[config.mk]
export PLATFORM = sky130hd
export DESIGN_NAME = inv_mix_columns_seq
export DESIGN_NICKNAME = d
export VERILOG_FILES = /design/src/rtl/inv_mix_columns_seq.sv
export SDC_FILE = /design/constraint.sdc
export NUM_CORES = 1
export LEC_CHECK = 0
export CAP_MARGIN = 20
export CORE_ASPECT_RATIO = 0.9
export CORE_MARGIN = 3
export CORE_UTILIZATION = 40
export DETAILED_ROUTE_END_ITERATION = 12
export GPL_TIMING_DRIVEN = 0
export MAX_ROUTING_LAYER = met4
export PLACE_DENSITY = 0.74
export SETUP_SLACK_MARGIN = 0.05
export SLEW_MARGIN = 20
export SYNTH_ARGS = -nofsm -noshare
export SYNTH_HDL_FRONTEND = slang
export SYNTH_SLANG_ARGS = --single-unit
export TNS_END_PERCENT = 30
[constraint.sdc]
create_clock -name clk -period 4.09 [get_ports clk]
set_input_delay 0.818 -clock clk [delete_from_list [all_inputs] [get_ports clk]]
set_output_delay 0.818 -clock clk [all_outputs]
set_load 0.005 [all_outputs]
[src/rtl/inv_mix_columns_seq.sv]
// AES InvMixColumns, column-serial: one 32-bit column per clock through a
// single shared GF(2^8) multiplier column, valid/ready on both sides.
// Optional feature macro: INV_MIX_BYPASS_EN adds a 'bypass' input that keeps
// the same latency/handshake but leaves the state unmodified (final round).
module inv_mix_columns_seq #(
  parameter int DATA_W = 128,
  parameter int COLS   = 4
) (
  input  logic              clk,
  input  logic              reset,
  input  logic              valid_in,
  output logic              ready_out,
  input  logic [DATA_W-1:0] data_in,
`ifdef INV_MIX_BYPASS_EN
  input  logic              bypass,
`endif
  output logic              valid_out,
  input  logic              ready_in,
  output logic [DATA_W-1:0] data_out
);

  typedef enum logic [1:0] {IDLE, BUSY, DONE} state_t;

  localparam logic [1:0] LAST_COL = 2'(COLS - 1);

  state_t              state_q, state_d;
  logic [1:0]          cnt_q, cnt_d;
  logic [DATA_W-1:0]   work_q, work_d;
`ifdef INV_MIX_BYPASS_EN
  logic                bypass_q, bypass_d;
`endif

  logic                accept;
  logic                skip_mix;
  logic [1:0]          col_sel;
  logic [31:0]         col_cur;
  logic [31:0]         col_mixed;

  // Multiply by x in GF(2^8) with the AES polynomial.
  function automatic logic [7:0] xtime(input logic [7:0] b);
    return {b[6:0], 1'b0} ^ (b[7] ? 8'h1b : 8'h00);
  endfunction

  // InvMix of one column (s0 is the most significant byte).
  function automatic logic [31:0] inv_mix_col(input logic [31:0] col);
    logic [7:0] s  [4];
    logic [7:0] x2 [4];
    logic [7:0] x4 [4];
    logic [7:0] x8 [4];
    logic [7:0] m9 [4];
    logic [7:0] mb [4];
    logic [7:0] md [4];
    logic [7:0] me [4];
    logic [7:0] r0, r1, r2, r3;
    for (int i = 0; i < 4; i++) begin
      s[i]  = col[(3-i)*8 +: 8];
      x2[i] = xtime(s[i]);
      x4[i] = xtime(x2[i]);
      x8[i] = xtime(x4[i]);
      m9[i] = x8[i] ^ s[i];
      mb[i] = x8[i] ^ x2[i] ^ s[i];
      md[i] = x8[i] ^ x4[i] ^ s[i];
      me[i] = x8[i] ^ x4[i] ^ x2[i];
    end
    r0 = me[0] ^ mb[1] ^ md[2] ^ m9[3];
    r1 = m9[0] ^ me[1] ^ mb[2] ^ md[3];
    r2 = md[0] ^ m9[1] ^ me[2] ^ mb[3];
    r3 = mb[0] ^ md[1] ^ m9[2] ^ me[3];
    return {r0, r1, r2, r3};
  endfunction

  // Column c sits at bits [(3-c)*32 +: 32]; the shared multiplier sees only it.
  assign col_sel   = 2'd3 - cnt_q;
  assign col_cur   = work_q[{col_sel, 5'b0} +: 32];
  assign col_mixed = inv_mix_col(col_cur);
  assign accept    = valid_in & ready_out;
  assign data_out  = work_q;

`ifdef INV_MIX_BYPASS_EN
  assign skip_mix = bypass_q;
`else
  assign skip_mix = 1'b0;
`endif

  // Next-state, handshake outputs and in-place column update.
  always_comb begin
    // NOTE: every signal written here gets a default first so no latch is inferred.
    state_d   = state_q;
    cnt_d     = cnt_q;
    work_d    = work_q;
    ready_out = 1'b0;
    valid_out = 1'b0;
`ifdef INV_MIX_BYPASS_EN
    bypass_d  = bypass_q;
`endif

    case (state_q)
      IDLE: begin
        ready_out = 1'b1;
      end
      BUSY: begin
        if (!skip_mix) begin
          work_d[{col_sel, 5'b0} +: 32] = col_mixed;
        end
        cnt_d = cnt_q + 2'd1;
        if (cnt_q == LAST_COL) begin
          state_d = DONE;
        end
      end
      DONE: begin
        valid_out = 1'b1;
        ready_out = ready_in;
        if (ready_in) begin
          state_d = IDLE;
        end
      end
      default: begin
        state_d = IDLE;
      end
    endcase

    // A new state may be taken in IDLE or, back-to-back, on the DONE handshake.
    if (accept) begin
      work_d  = data_in;
      cnt_d   = 2'd0;
      state_d = BUSY;
`ifdef INV_MIX_BYPASS_EN
      bypass_d = bypass;
`endif
    end
  end

  // State register; reset aborts any operation in flight.
  always_ff @(posedge clk or negedge reset) begin
    // NOTE: sequential state uses non-blocking assignments so every flop samples pre-edge values.
    if (!reset) begin
      state_q  <= IDLE;
      cnt_q    <= 2'd0;
      work_q   <= '0;
`ifdef INV_MIX_BYPASS_EN
      bypass_q <= 1'b0;
`endif
    end else begin
      state_q  <= state_d;
      cnt_q    <= cnt_d;
      work_q   <= work_d;
`ifdef INV_MIX_BYPASS_EN
      bypass_q <= bypass_d;
`endif
    end
  end

endmodule

Word-level counts from Yosys, hierarchy flattened
Index checks and enable logic that the tools add are counted.

Shift operators: 3. Reduce and logical (&&, ||, !) cells: 3. Add/sub/neg operators: 3. Equal/unequal tests: 6. Bitwise gates (word level): 49. Muxes and demuxes: 23.

Operator list (count): XOR 8 bit (36); 2-to-1 mux 128 bit (2); bitwise mux 128 bit (1); variable shift 32 x 9 -> 128 bit (first input constant) (1); indexed part select 128 x 8 -> 32 bit (1); indexed part select 32 x 9 -> 128 bit (1); XOR 8 x 5 -> 8 bit (12); 2-to-1 mux 5 bit (12); 2-to-1 mux 2 bit (5); negator 7 -> 9 bit (1); inequality test 3 bit (second input constant) (2); case mux 2 bit (3 select lines) (1); equality test 2 bit (second input constant) (2); AND reduction 3 bit (1); adder 2 x 1 -> 2 bit (second input constant) (1); equality test 2 x 1 -> 1 bit (second input constant) (1); zero test 2 bit (1); inequality test 2 bit (second input constant) (1); case mux 1 bit (2 select lines) (1); nonzero test 2 bit (1); subtractor 2 bit (first input constant) (1); bitwise AND 1 bit (1); 2-to-1 mux 1 bit (1).

Output and inout bits: 130. Bits in registers: 132. Input port bits: 132.

Depth between registers and ports, before layout
Depth in word-level cells: 17. Depth in mapped cells: 10. Mapped depth without buffers: 6.

Worst setup path before layout
OpenSTA, ideal clock, no wires.

Path kind: register to register. Start point: register cnt_q[0]. End point: register work_q[84] (netlist: data_out[84]). Path slack: 1197 ps. Cell stages (with the launch flop): 8. Arrival time: 2816 ps. Period minus slack after synthesis: 2893 ps. Library setup time: 77 ps. Path through: dfrtp_1 -> buf_6 -> mux4_2 -> xor3_1 -> xnor3_2 -> xnor2_2 -> xnor3_1 -> o21ai_1.

Longest elaborated chain between the ends: 15.

Ends and longest elaborated chain: start, declared (line 27) `logic [1:0] cnt_q, cnt_d;`; start signal, assigned (line 145) `cnt_q <= cnt_d;`; subtractor 2 bit * (line 73) `assign col_sel = 2'd3 - cnt_q;`; indexed part select 128 x 8 -> 32 bit (line 74) `assign col_cur = work_q[{col_sel, 5'b0} +: 32];`; XOR 8 x 5 -> 8 bit / 2-to-1 mux 5 bit (equally long branches) (2 in series) (line 41) `return {b[6:0], 1'b0} ^ (b[7] ? 8'h1b : 8'h00);`; 2-to-1 mux 5 bit / XOR 8 x 5 -> 8 bit (equally long branches) (line 41); XOR 8 x 5 -> 8 bit (line 41); XOR 8 bit, on equally long branches (2 in series) (line 61, 62, 63); XOR 8 bit, on equally long branches (3 in series); indexed part select 32 x 9 -> 128 bit (line 103) `work_d[{col_sel, 5'b0} +: 32] = col_mixed;`; bitwise mux 128 bit * (line 103); 2-to-1 mux 128 bit * (line 97) `case (state_q)`; 2-to-1 mux 128 bit * (line 123) `if (accept) begin`; end signal, assigned (line 146) `work_q <= work_d;`; end, declared (line 28) `logic [DATA_W-1:0] work_q, work_d;`.

Mark *: on every way between the ends. The rest lies on a longest branch, timed or not. The select of a mux whose other input is x is not followed. A chain may end at the register's enable or synchronous reset.

Worst setup path in the final report
Start point: register cnt_q[1]. End point: register work_q[59] (netlist: data_out[59]).

Same word-level chain as after synthesis.

==> impl_metrics.toml <==
[run_status]
status = "finished, final reports clean"

[synth]
ys_types = 29
synth_edf_count = 0
synth_compound_area_frac = 0.1961
synth-seq-area-share = 0.3970
synth_flop_cell = "dfrtp_1"
synthSimpleGateAreaFrac = 0.01038
syn_area_um2 = 8320
synth_top_area_cell = "dfrtp_1"
yosys-top-cells-area = "dfrtp_1 40%, a22oi_1 12%, xnor2_1 11%, mux4_2 8.7%, xnor3_1 7.6%"
synth_top_family_by_area = "XOR/XNOR gates"
yosysTopAreaCellShare = 0.3970
syn_area_per_cell_um2 = 11.99
synthXorXnorAreaFrac = 0.2681
synth_fp_nets = 830
ys.warnings.count = 0
async_reset_ff_frac = 1.000
synthAdderAreaFrac = 0.006015
postSynthCellCount = 694
synth_seq_cells = 132
synthMuxAreaShare = 0.08662

[global_route]
overflow = 0
grt_usage = 0.3055
grt_max_degree = 83
grt_pass1_wl_mm = 48.85
antenna_found_initial = 1
grt_pass1_vias = 7831

[placement]
post-place-ws_ns = 0.4658
io_buffers = 261
place_area_um2 = 11280
place.gp.congestion = 0.9926
dp_hpwl_mm = 25.20

[floorplanning]
initial_utilization = 0.4113
dieWidth_um = 158.0
fp.dieArea_um2 = 22570
core_area_um2 = 20230
ioPinCount = 262
rows = 49
chipHeight_um = 142.8

[timing]
rsz0062_at_grt = "no"
min_period_ns = 3.747
finalClockSkew_ns = 0.01035
drv_slew = 0
tightest_slew_ns = 0.8508
fin_setup_tns_ns = 0
finalHoldViolations = 0
clock.fmax_ghz = 0.2668
min_period_over_period = 0.9162
slew_headroom = 0.4287
finalWorstSetupSlack_ns = 0.3425
setup_viol = 0

[clock_network]
clk_latency_ns = 0.43
clock-root-buffer = "clkbuf_16"
clkTransAtPathRegs_ns = 0.06
h-tree-depth = 4
cts_tree = "done"
clock-sinks = 132
ctsResizeCount = 0
post_cts_buffers = 0
holdBufCountCts = 0
cts_buffer_depth = 2
cts_made_buffers = 17

[detailed_routing]
vias = 7584
wl_per_cell_um = 27.02
viasPerCell = 6.096
wirelength_mm = 33.61
route.detailed.drc = 0
drt-initial-drc-count = 680
first_pass_iters = 6
postRouteAntennaNets = 0

[cells_and_area]
fill_cells = 1692
multi_input_area_um2 = 4720
fin_nets = 1111
utilization = 0.5870
final_cell_area_um2 = 11880
mostFrequentLayoutCell = "clkdlybuf4s50_1"
drive_gt1_frac = 0.1022
area_delta_synth_final_pct = 42.74
mostFrequentLayoutCells = "260 x clkdlybuf4s50_1, 132 x dfrtp_1, 128 x a22oi_1"
regArea_um2 = 3303

[setup_path]
crit_slowest_cell = "xnor3_1"
r2r_start = "cnt_q[1]$_DFFE_PN0P_"
cp-end-kind = "flop"
critPathLaunchType = "flop"
reg2reg_to = "data_out[59]$_DFFE_PN0P_"
reg2reg_depth = 9
crit_fanout = 10
reg2reg_setup_slack_ns = 0.34
crit_path_max_incr_delay_ns = 0.51
cp.required_ns = 4.36
critPathArrivalTime_ns = 4.02
crit_type = "flop to flop"
crit_chain = "buf_2 -> buf_4 -> buf_2 -> mux4_2 -> xor2_1 -> xnor3_1 -> xnor2_1 -> xnor2_1 -> o21ai_0"

[worst_hold_path]
hp-class = "input port to async pin"

[flow_run]
cap_violations = 0
Yosys cell counts (2+ instances only):
cell	count
dfrtp_1	132
a22oi_1	128
o21ai_0	111
xnor2_1	101
clkbuf_1	40
xor2_1	38
mux4_2	32
xnor3_1	28
o21ai_1	18
xnor2_2	12
buf_2	7
buf_6	6
a21oi_1	5
buf_4	5
ha_1	4
nor2_1	4
nor2b_1	4
xor2_2	4
xor3_1	3
inv_1	2
nand4_1	2
sequential cells by signal (all words and copies together) (netlist names):
name and count:
cnt_q 2, data_out 128, state_q 2
final cells by class:
cell class                 count  area share
clock buffer                  23     0.04109
tap                          255     0.02686
timing repair buffer         262      0.2227
multi-input combinational    502      0.3974
antenna                        1   0.0002107
sequential                   132      0.2781
inverter                       2   0.0006321
clock inverter                 9    0.008533
buffer                        58     0.02444
how the worst max path moves through the flow:
stage / start / cells after the start / slack, ns / end
after global routing: cnt_q[1]$_DFFE_PN0P_ / 9 / 0.27 / data_out[59]$_DFFE_PN0P_
after global placement: reset / 1 / -3.13 / data_out[100]$_DFFE_PN0P_
after floorplan: cnt_q[0]$_DFFE_PN0P_ / 7 / 1.20 / data_out[84]$_DFFE_PN0P_
after CTS: cnt_q[0]$_DFFE_PN0P_ / 9 / 0.43 / data_out[54]$_DFFE_PN0P_
final: cnt_q[1]$_DFFE_PN0P_ / 9 / 0.34 / data_out[59]$_DFFE_PN0P_
after detailed placement: cnt_q[0]$_DFFE_PN0P_ / 9 / 0.47 / data_out[54]$_DFFE_PN0P_
layer usage:
metal	track usage	share of wire	vias to the layer above	wire length, um
li1	-	-	3140	-
met1	0.4061	0.40	3866	13440
met2	0.4689	0.48	495	16030
met3	0.06455	0.096	83	3218
met4	0.1050	0.027	0	920
met5	-	0	-	0
metrics by stage:
step | std cells | hold WS (ns)
floorplan | 694 | 0.4722
global placement | 1210 | 0.5076
detailed placement | 1211 | 0.5154
CTS | 1243 | 0.3049
global route | 1244 | 0.3220
finish | 1244 | 0.2952
kinds of logic after synthesis:
| logic type | count (synthesis) |
|---|---|
| buffers and inverters | 60 |
| XOR/XNOR | 188 |
| AO/OA/AOI/OAI | 262 |
| flip-flops | 132 |
| adder cells (fa/ha/maj) | 4 |
| multiplexers | 32 |
| AND/OR/NAND/NOR | 16 |
critical path, delay by kind of cell (launching register included):
kind,cells,cell delay [ns]
compound gates,1,0.19
flops,1,0.37
xor+xnor,4,1.56
buf+inv,3,0.96
mux,1,0.50
Power is left out: the tool's default activity adds up to more than one toggle a clock period on the data nets, which glitch-free logic cannot reach.
